`src/rtl/battle_datapath.sv`:
```
// rtl/battle_datapath.sv - HP registers, serial shift-add damage multiplier and saturating write-back
module battle_datapath #(
    parameter int HP_W = 8
) (
    input  logic            clk_i,
    input  logic            reset_i,
    input  logic            load_ai_hp_i,
    input  logic            load_p_hp_i,
    input  logic [HP_W-1:0] ai_hp_init_i,
    input  logic [HP_W-1:0] p_hp_init_i,
    input  logic            apply_ai_damage_i,
    input  logic            apply_p_damage_i,
    input  logic            active_trainer_i,
    input  logic            target_i,
    input  logic [5:0]      p_power_i,
    input  logic [5:0]      ai_power_i,
    input  logic [3:0]      p_atk_i,
    input  logic [3:0]      ai_atk_i,
    output logic [HP_W-1:0] p_hp_o,
    output logic [HP_W-1:0] ai_hp_o,
    output logic            p_fainted_o,
    output logic            ai_fainted_o,
    output logic [7:0]      last_dmg_o,
    output logic            busy_o,
    output logic            done_o,
    output logic            err_o
);

    typedef enum logic [1:0] {IDLE, MUL, WRITE, DONE} state_t;

    state_t          state_q, state_d;
    logic [HP_W-1:0] p_hp_q, p_hp_d;
    logic [HP_W-1:0] ai_hp_q, ai_hp_d;
    logic [7:0]      last_dmg_q, last_dmg_d;
    logic            err_q, err_d;
    logic [9:0]      acc_q, acc_d;
    logic [1:0]      cnt_q, cnt_d;
    logic [5:0]      pow_q, pow_d;
    logic [3:0]      atk_q, atk_d;
    logic            tgt_q, tgt_d;

    logic [7:0]      dmg_w;
    logic [HP_W-1:0] dmg_ext;
    logic [HP_W-1:0] hp_sel;
    logic [HP_W-1:0] hp_new;
    logic            any_strobe;

    // Damage is the product scaled by 1/4 plus one; 945 max keeps it within 8 bits.
    assign dmg_w      = 8'((acc_q >> 2) + 10'd1);
    assign dmg_ext    = HP_W'(dmg_w);
    assign hp_sel     = tgt_q ? ai_hp_q : p_hp_q;
    assign hp_new     = (hp_sel > dmg_ext) ? (hp_sel - dmg_ext) : '0;
    assign any_strobe = load_ai_hp_i | load_p_hp_i | apply_ai_damage_i | apply_p_damage_i;

    // State and datapath registers; reset aborts any hit in flight.
    always_ff @(posedge clk_i or posedge reset_i) begin
        if (reset_i) begin
            state_q    <= IDLE;
            p_hp_q     <= '0;
            ai_hp_q    <= '0;
            last_dmg_q <= '0;
            err_q      <= 1'b0;
            acc_q      <= '0;
            cnt_q      <= '0;
            pow_q      <= '0;
            atk_q      <= '0;
            tgt_q      <= 1'b0;
        end else begin
            state_q    <= state_d;
            p_hp_q     <= p_hp_d;
            ai_hp_q    <= ai_hp_d;
            last_dmg_q <= last_dmg_d;
            err_q      <= err_d;
            acc_q      <= acc_d;
            cnt_q      <= cnt_d;
            pow_q      <= pow_d;
            atk_q      <= atk_d;
            tgt_q      <= tgt_d;
        end
    end

    // Next-state: strobe qualification in IDLE, one multiplier bit per MUL cycle, saturating write.
    always_comb begin
        state_d    = state_q;
        p_hp_d     = p_hp_q;
        ai_hp_d    = ai_hp_q;
        last_dmg_d = last_dmg_q;
        err_d      = 1'b0;
        acc_d      = acc_q;
        cnt_d      = cnt_q;
        pow_d      = pow_q;
        atk_d      = atk_q;
        tgt_d      = tgt_q;
        case (state_q)
            IDLE: begin
                if (load_ai_hp_i) ai_hp_d = ai_hp_init_i;
                if (load_p_hp_i)  p_hp_d  = p_hp_init_i;
                if (apply_ai_damage_i && apply_p_damage_i) begin
                    err_d = 1'b1;
                end else if (apply_ai_damage_i) begin
                    if (!active_trainer_i && target_i) begin
                        pow_d   = p_power_i;
                        atk_d   = p_atk_i;
                        tgt_d   = 1'b1;
                        acc_d   = '0;
                        cnt_d   = '0;
                        state_d = MUL;
                    end else begin
                        err_d = 1'b1;
                    end
                end else if (apply_p_damage_i) begin
                    if (active_trainer_i && !target_i) begin
                        pow_d   = ai_power_i;
                        atk_d   = ai_atk_i;
                        tgt_d   = 1'b0;
                        acc_d   = '0;
                        cnt_d   = '0;
                        state_d = MUL;
                    end else begin
                        err_d = 1'b1;
                    end
                end
            end
            MUL: begin
                if (any_strobe) err_d = 1'b1;
                if (atk_q[cnt_q]) acc_d = acc_q + ({4'b0, pow_q} << cnt_q);
                cnt_d = cnt_q + 2'd1;
                if (cnt_q == 2'd3) state_d = WRITE;
            end
            WRITE: begin
                if (any_strobe) err_d = 1'b1;
                last_dmg_d = dmg_w;
                if (tgt_q) ai_hp_d = hp_new;
                else       p_hp_d  = hp_new;
                state_d = DONE;
            end
            DONE: begin
                if (any_strobe) err_d = 1'b1;
                state_d = IDLE;
            end
            default: state_d = IDLE;
        endcase
    end

    assign p_hp_o       = p_hp_q;
    assign ai_hp_o      = ai_hp_q;
    assign p_fainted_o  = (p_hp_q == '0);
    assign ai_fainted_o = (ai_hp_q == '0);
    assign last_dmg_o   = last_dmg_q;
    assign busy_o       = (state_q != IDLE);
    assign done_o       = (state_q == DONE);
    assign err_o        = err_q;

endmodule

```
`config.mk`:
```
export PLATFORM = sky130hd
export DESIGN_NAME = battle_datapath
export DESIGN_NICKNAME = d
export VERILOG_FILES = /design/src/rtl/battle_datapath.sv
export SDC_FILE = /design/constraint.sdc
export NUM_CORES = 1
export LEC_CHECK = 0
export CORE_AREA = 2 2 86 96
export DETAILED_ROUTE_END_ITERATION = 6
export DIE_AREA = 0 0 88 98
export GPL_TIMING_DRIVEN = 0
export PLACE_DENSITY = 0.84
export RECOVER_POWER = 100
export SYNTH_ARGS = -nofsm -noshare
export SYNTH_HDL_FRONTEND = slang
export SYNTH_SLANG_ARGS = --single-unit
```
`constraint.sdc`:
```
create_clock -name clk_i -period 2.2 [get_ports clk_i]
set_input_delay 0.33 -clock clk_i [delete_from_list [all_inputs] [get_ports clk_i]]
set_output_delay 0.33 -clock clk_i [all_outputs]
set_load 0.005 [all_outputs]
```
# [After elaboration in Yosys (flattened, before gate mapping)]
# Index checks and enable logic that the tools add are counted.
# Widths: inputs -> output; s select.
[totals] reg_bits=50
[classes] n_addsub=4 n_lt_le_gt_ge=2 n_eq_ne=15 n_shift=1 n_mux=49 n_bitwise=4 reduce_logical=20
[ops] op="$mux 10" n=6
[ops] op="$mux 8" n=6
[ops] op="$pmux 8 s2" n=2
[ops] op="$mux 6" n=4
[ops] op="$mux 2" n=11
[ops] op="$pmux 10 s2" n=1
[ops] op="$logic_not 8->1" n=2
[ops] op="$mux 4" n=4
[ops] op="$reduce_and 5->1" n=3
[ops] op="$ne 2x2->1 const B" n=7
[ops] op="$mux 1" n=11
[ops] op="$add 10x10->10" n=1
[ops] op="$reduce_bool 2->1" n=5
[ops] op="$shl 6x2->10" n=1
[ops] op="$ne 3x3->1 const B" n=3
[ops] op="$add 8x1->8 const B" n=1
[ops] op="$gt 8x8->1" n=1
[ops] op="$pmux 2 s4" n=1
[ops] op="$sub 8x8->8" n=1
[ops] op="$eq 2x2->1 const B" n=3
[ops] op="$reduce_and 3->1" n=2
[ops] op="$reduce_and 6->1" n=1
[ops] op="$pmux 2 s2" n=1
[ops] op="$logic_and 1x1->1" n=3
[ops] op="11 further kinds" n=14

# [Logic depth before layout (Yosys ltp)]
# Gate-level depths: netlist of run 1.
[logic_depth] word_depth=7 mapped_depth=11 depth_no_buf=10

# [Worst setup path after synthesis of run 1]
# OpenSTA, ideal clock, no wires.
[synth_path] path_kind="register -> register" startpoint="register cnt_q[0]" endpoint="register acc_q[6]" setup_time_ps=121 t_arrival_ps=2299 required_time_ps=2079 path_slack_ps=-220 path_stages_with_launch=12 path_buffers=2 synth_period_minus_slack_ps=2420 path_cell_list="dfrtp_1 > buf_6 > clkbuf_1 > nor3b_1 > ha_1 > inv_1 > fa_1 > nand2b_1 > a21oi_1 > a31oi_1 > xnor2_1 > a22o_1"
[synth_between] elab_chain_len=4
[synth_rtl] item="start: declaration" line_no="37" source="logic [1:0] cnt_q, cnt_d;"
[synth_rtl] item="start signal: assignment" line_no="75" source="cnt_q <= cnt_d;"
[synth_rtl] item="$shl 6x2->10 / $bmux 1 s2 (equally long branches)" line_no="126" source="if (atk_q[cnt_q]) acc_d = acc_q + ({4'b0, pow_q} << cnt_q);"
[synth_rtl] item="$add 10x10->10 / $mux 1 (equally long branches)" line_no="126"
[synth_rtl] item="$mux 10 / $ne 2x2->1 (equally long branches)"
[synth_rtl] item="$pmux 10 s2 / $reduce_and 6->1 (equally long branches)"
[synth_rtl] item="end signal: assignment" line_no="63" source="acc_q <= '0;"
[synth_rtl] item="end signal: assignment" line_no="74" source="acc_q <= acc_d;"
[synth_rtl] item="end: declaration" line_no="36" source="logic [9:0] acc_q, acc_d;"
# Several ways; a longest one is shown, not always the timed one. The select of a mux whose other input is x is not followed.
# A chain may end at the register's enable or synchronous reset.

# [Final worst setup path of run 1]
[layout_path] startpoint="register acc_q[2]" endpoint="register ai_hp_q[1], in the netlist ai_hp_o[1]"
[layout_between] elab_chain_len=5
[layout_rtl] item="$add 8x1->8 *" line_no="49" source="assign dmg_w = 8'((acc_q >> 2) + 10'd1);"
[layout_rtl] item="$sub 8x8->8 / $gt 8x8->1 (equally long branches)" line_no="52" source="assign hp_new = (hp_sel > dmg_ext) ? (hp_sel - dmg_ext) : '0;"
[layout_rtl] item="$mux 8 *" line_no="52"
[layout_rtl] item="$mux 8 *" line_no="133" source="if (tgt_q) ai_hp_d = hp_new;"
[layout_rtl] item="$pmux 8 s2 *" line_no="94" source="case (state_q)"
[layout_rtl] item="end signal: assignment" line_no="71" source="ai_hp_q <= ai_hp_d;"
[layout_rtl] item="end: declaration" line_no="33" source="logic [HP_W-1:0] ai_hp_q, ai_hp_d;"
# Mark *: on every way between the ends. The rest lies on a longest branch, timed or not. The select of a mux whose other input is x is not followed.

==> results.json, run 1 <==
{
  "ys_ff_latch": 50,
  "rsz0062_at_grt": "yes",
  "cts_tree": "done",
  "required_ns": 2.43,
  "vdd_drop_max_mv": 0.633,
  "finalWirelength_um": 9810,
  "fin_worst_skew_ns": 0.00793,
  "worst_pin_slew_ns": 0.915,
  "min_path_type": "input pin to flop",
  "clock-sinks": 50,
  "violations": "negative setup slack",
  "crit_start": "acc_q[2]",
  "track_usage_pct": 22.3,
  "clkSlewWorstSetupHoldPaths_ns": 0.10,
  "vias": 3338,
  "core_area_um2": 7700,
  "synth.most_common_cell": "dfrtp_1",
  "start_util_pct": 45.5,
  "grt_max_degree": 27,
  "synth_cells": 384,
  "status": "finished, violations left",
  "endpoint_kind": "flop",
  "h-tree-depth": 2,
  "async_reset_ff_share_pct": 100,
  "drive_gt1_share_pct": 22.8,
  "path_cells": "and3_4 -> nand3_4 -> or2_4 -> xor2_2 -> ha_4 -> nand4_1 -> a211oi_2 -> o31a_2 -> nand2b_1 -> a31oi_1",
  "regToRegEndpoint": "ai_hp_o[1]",
  "setup_ws_ns": -0.338,
  "r2r_slack_ns": -0.34,
  "syn_area_um2": 3500,
  "synth_top_area_cell": "dfrtp_1",
  "yosys-top-cells-count": "dfrtp_1, nor2_1, a21oi_1",
  "path_max_fanout": 5,
  "root_buffer": "clkbuf_8",
  "hold_violations": 0,
  "slew_viol_final": 0,
  "nNetsFinal": 563,
  "cts_buffers": 5,
  "dieArea_um2": 8620,
  "setup_viol": 26,
  "seq_area_frac_synth_pct": 35.7,
  "synth_area_leaders": "dfrtp_1, ha_1, mux2i_1",
  "avgViaCountPerCell": 5.54,
  "cpPeakStageDelay_ns": 0.43,
  "crit_path_end": "ai_hp_o[1]",
  "antenna_cells": 0,
  "std_cell_rows": 34,
  "min_period_ns": 2.54,
  "synth_warnings": 0,
  "area.growth.synth_to_final_pct": 42.9,
  "power_density_nw_per_um2": 1520,
  "num_io_pins": 73,
  "gp_congestion": 0.932,
  "drc": 0,
  "grt_pass1_vias": 3288,
  "port_buffers": 71,
  "dp_hpwl_um": 6850,
  "max_slew_margin_pct": 38.9,
  "maxCapViolCount": 0,
  "crit_arrival_ns": 2.77,
  "slowest_stage": "dfrtp_2",
  "first_iter_violations": 143,
  "post-route-period-util_pct": 115,
  "ant_nets": 0,
  "final_util_pct": 65.0,
  "avgSynthCellArea_um2": 9.12,
  "clk_path_buf_depth": 2,
  "yosys_most_used_dff": "dfrtp_1",
  "grt_overflow": 0,
  "avgRoutedWirePerCell_um": 16.3,
  "synthDistinctLibCells": 49,
  "fmax_mhz": 394,
  "whs_ns": 0.430,
  "synth_nets": 453,
  "postCtsHoldBufs": 0,
  "grt_pass1_wl_um": 15400,
  "critical_path_class": "flop to flop",
  "r2r_start": "acc_q[2]",
  "p_leak_uw": 0.00214,
  "die_x_um": 88,
  "worst_r2r_path_depth": 10,
  "grt_antenna_before_repair": 0,
  "synth-edff-count": 0,
  "netlist.area_leader.share_pct": 35.7,
  "die-height_um": 98,
  "dr.pass1.iters": 4,
  "startpoint_type": "flop",
  "insertion_delay_ns": 0.30
}
layer usage:
metal	part of all wire, %	GRT usage, %
met1	39	26.9
met2	54	40.5
met3	4.1	3.21
met4	2.8	6.63
met5	0	0
what timing repair did:
item                                    in CTS  in global routing
resized for setup                           21                 36
pin swaps                                   24                 12
endpoints found under the setup margin      25                 32
setup buffers                               26                  6
cloned                                       2                  0
placed cells by master, fill, tap and decap left out, drive strengths merged, types with 5 or more instances in the layout:
master,instances
a21o,5
a21oi,29
a22o,7
a31oi,17
buf,38
clkbuf,17
clkdlybuf4s50,44
dfrtp,50
dlygate4sd3,25
ha,23
inv,16
mux2,11
mux2i,21
nand2,27
nand2b,24
nand3,7
nor2,38
nor3b,5
o21ai,21
or2,5
xnor2,7
xor2,7
state kept, by name, indices dropped and copies added (netlist names):
signal,cells
p_hp_o,8
acc_q,10
last_dmg_o,8
atk_q,4
state_q,2
ai_hp_o,8
tgt_q,1
cnt_q,2
pow_q,6
err_o,1
area by class of cell:
class / count / area (µm²)
repair buffers: 105 / 978
clock buffers: 6 / 72.6
clock inverters: 2 / 37.5
flip-flops and latches: 50 / 1250
fillers: 597 / 2690
plain buffers: 15 / 104
inverters: 16 / 60.1
well taps: 108 / 135
multi-input cells: 301 / 2360
critical path, delay by kind of cell, from the launching register on:
| family | cells | cell delay, ns |
|---|---|---|
| DFF | 1 | 0.43 |
| and+or+nand+nor | 5 | 0.80 |
| xor gates and xnor gates | 1 | 0.16 |
| adders and majority gates | 1 | 0.28 |
| AOI/OAI and AO/OA | 3 | 0.78 |
cells by family after synthesis:
family / after synthesis / share of synthesized area, %
muxes: 33 / 10.3
DFF: 50 / 35.7
xor gates and xnor gates: 14 / 3.50
adders and majority gates: 25 / 9.36
buffers and inverters: 34 / 4.04
AOI/OAI and AO/OA: 102 / 18.5
and+or+nand+nor: 126 / 18.5
power by group:
group	internal, µW	total (µW)	switching, µW
Sequential	1330	1710	377
Clock	340	665	325
Combinational	2540	5220	2680
Total	4210	7590	3390
through the flow:
stage / TNS, ns / total power, µW / setup WS [ns] / instances / cell area [µm²]
floorplan: -0.949 / 4640 / -0.0728 / 384 / 3580
global placement: -21.20 / 5820 / -0.427 / 563 / 4430
detailed placement: -7.77 / 6020 / -0.488 / 564 / 4450
CTS: -3.80 / 7300 / -0.260 / 597 / 4850
global route: -8.92 / 8120 / -0.430 / 603 / 5010
finish: -5.68 / 7590 / -0.338 / 603 / 5010
worst min path at each step:
stage	startpoint	end	slack [ns]	cells after the start
floorplan	atk_q[2]	atk_q[2]	0.44	2
global placement	atk_q[2]	atk_q[2]	0.46	2
detailed placement	atk_q[3]	atk_q[3]	0.47	2
CTS	reset_i	acc_q[9]	0.40	2
global route	apply_ai_damage_i	pow_q[4]	0.50	3
finish	apply_ai_damage_i	pow_q[3]	0.43	3
Power figures use the tool's default switching activity.
==> run 2, diff against run 1 <==
Settings changed: CAP_MARGIN set to 20.
==> results of run 2 <==
Final layout, timing and power as in run 1 (identical DEF).
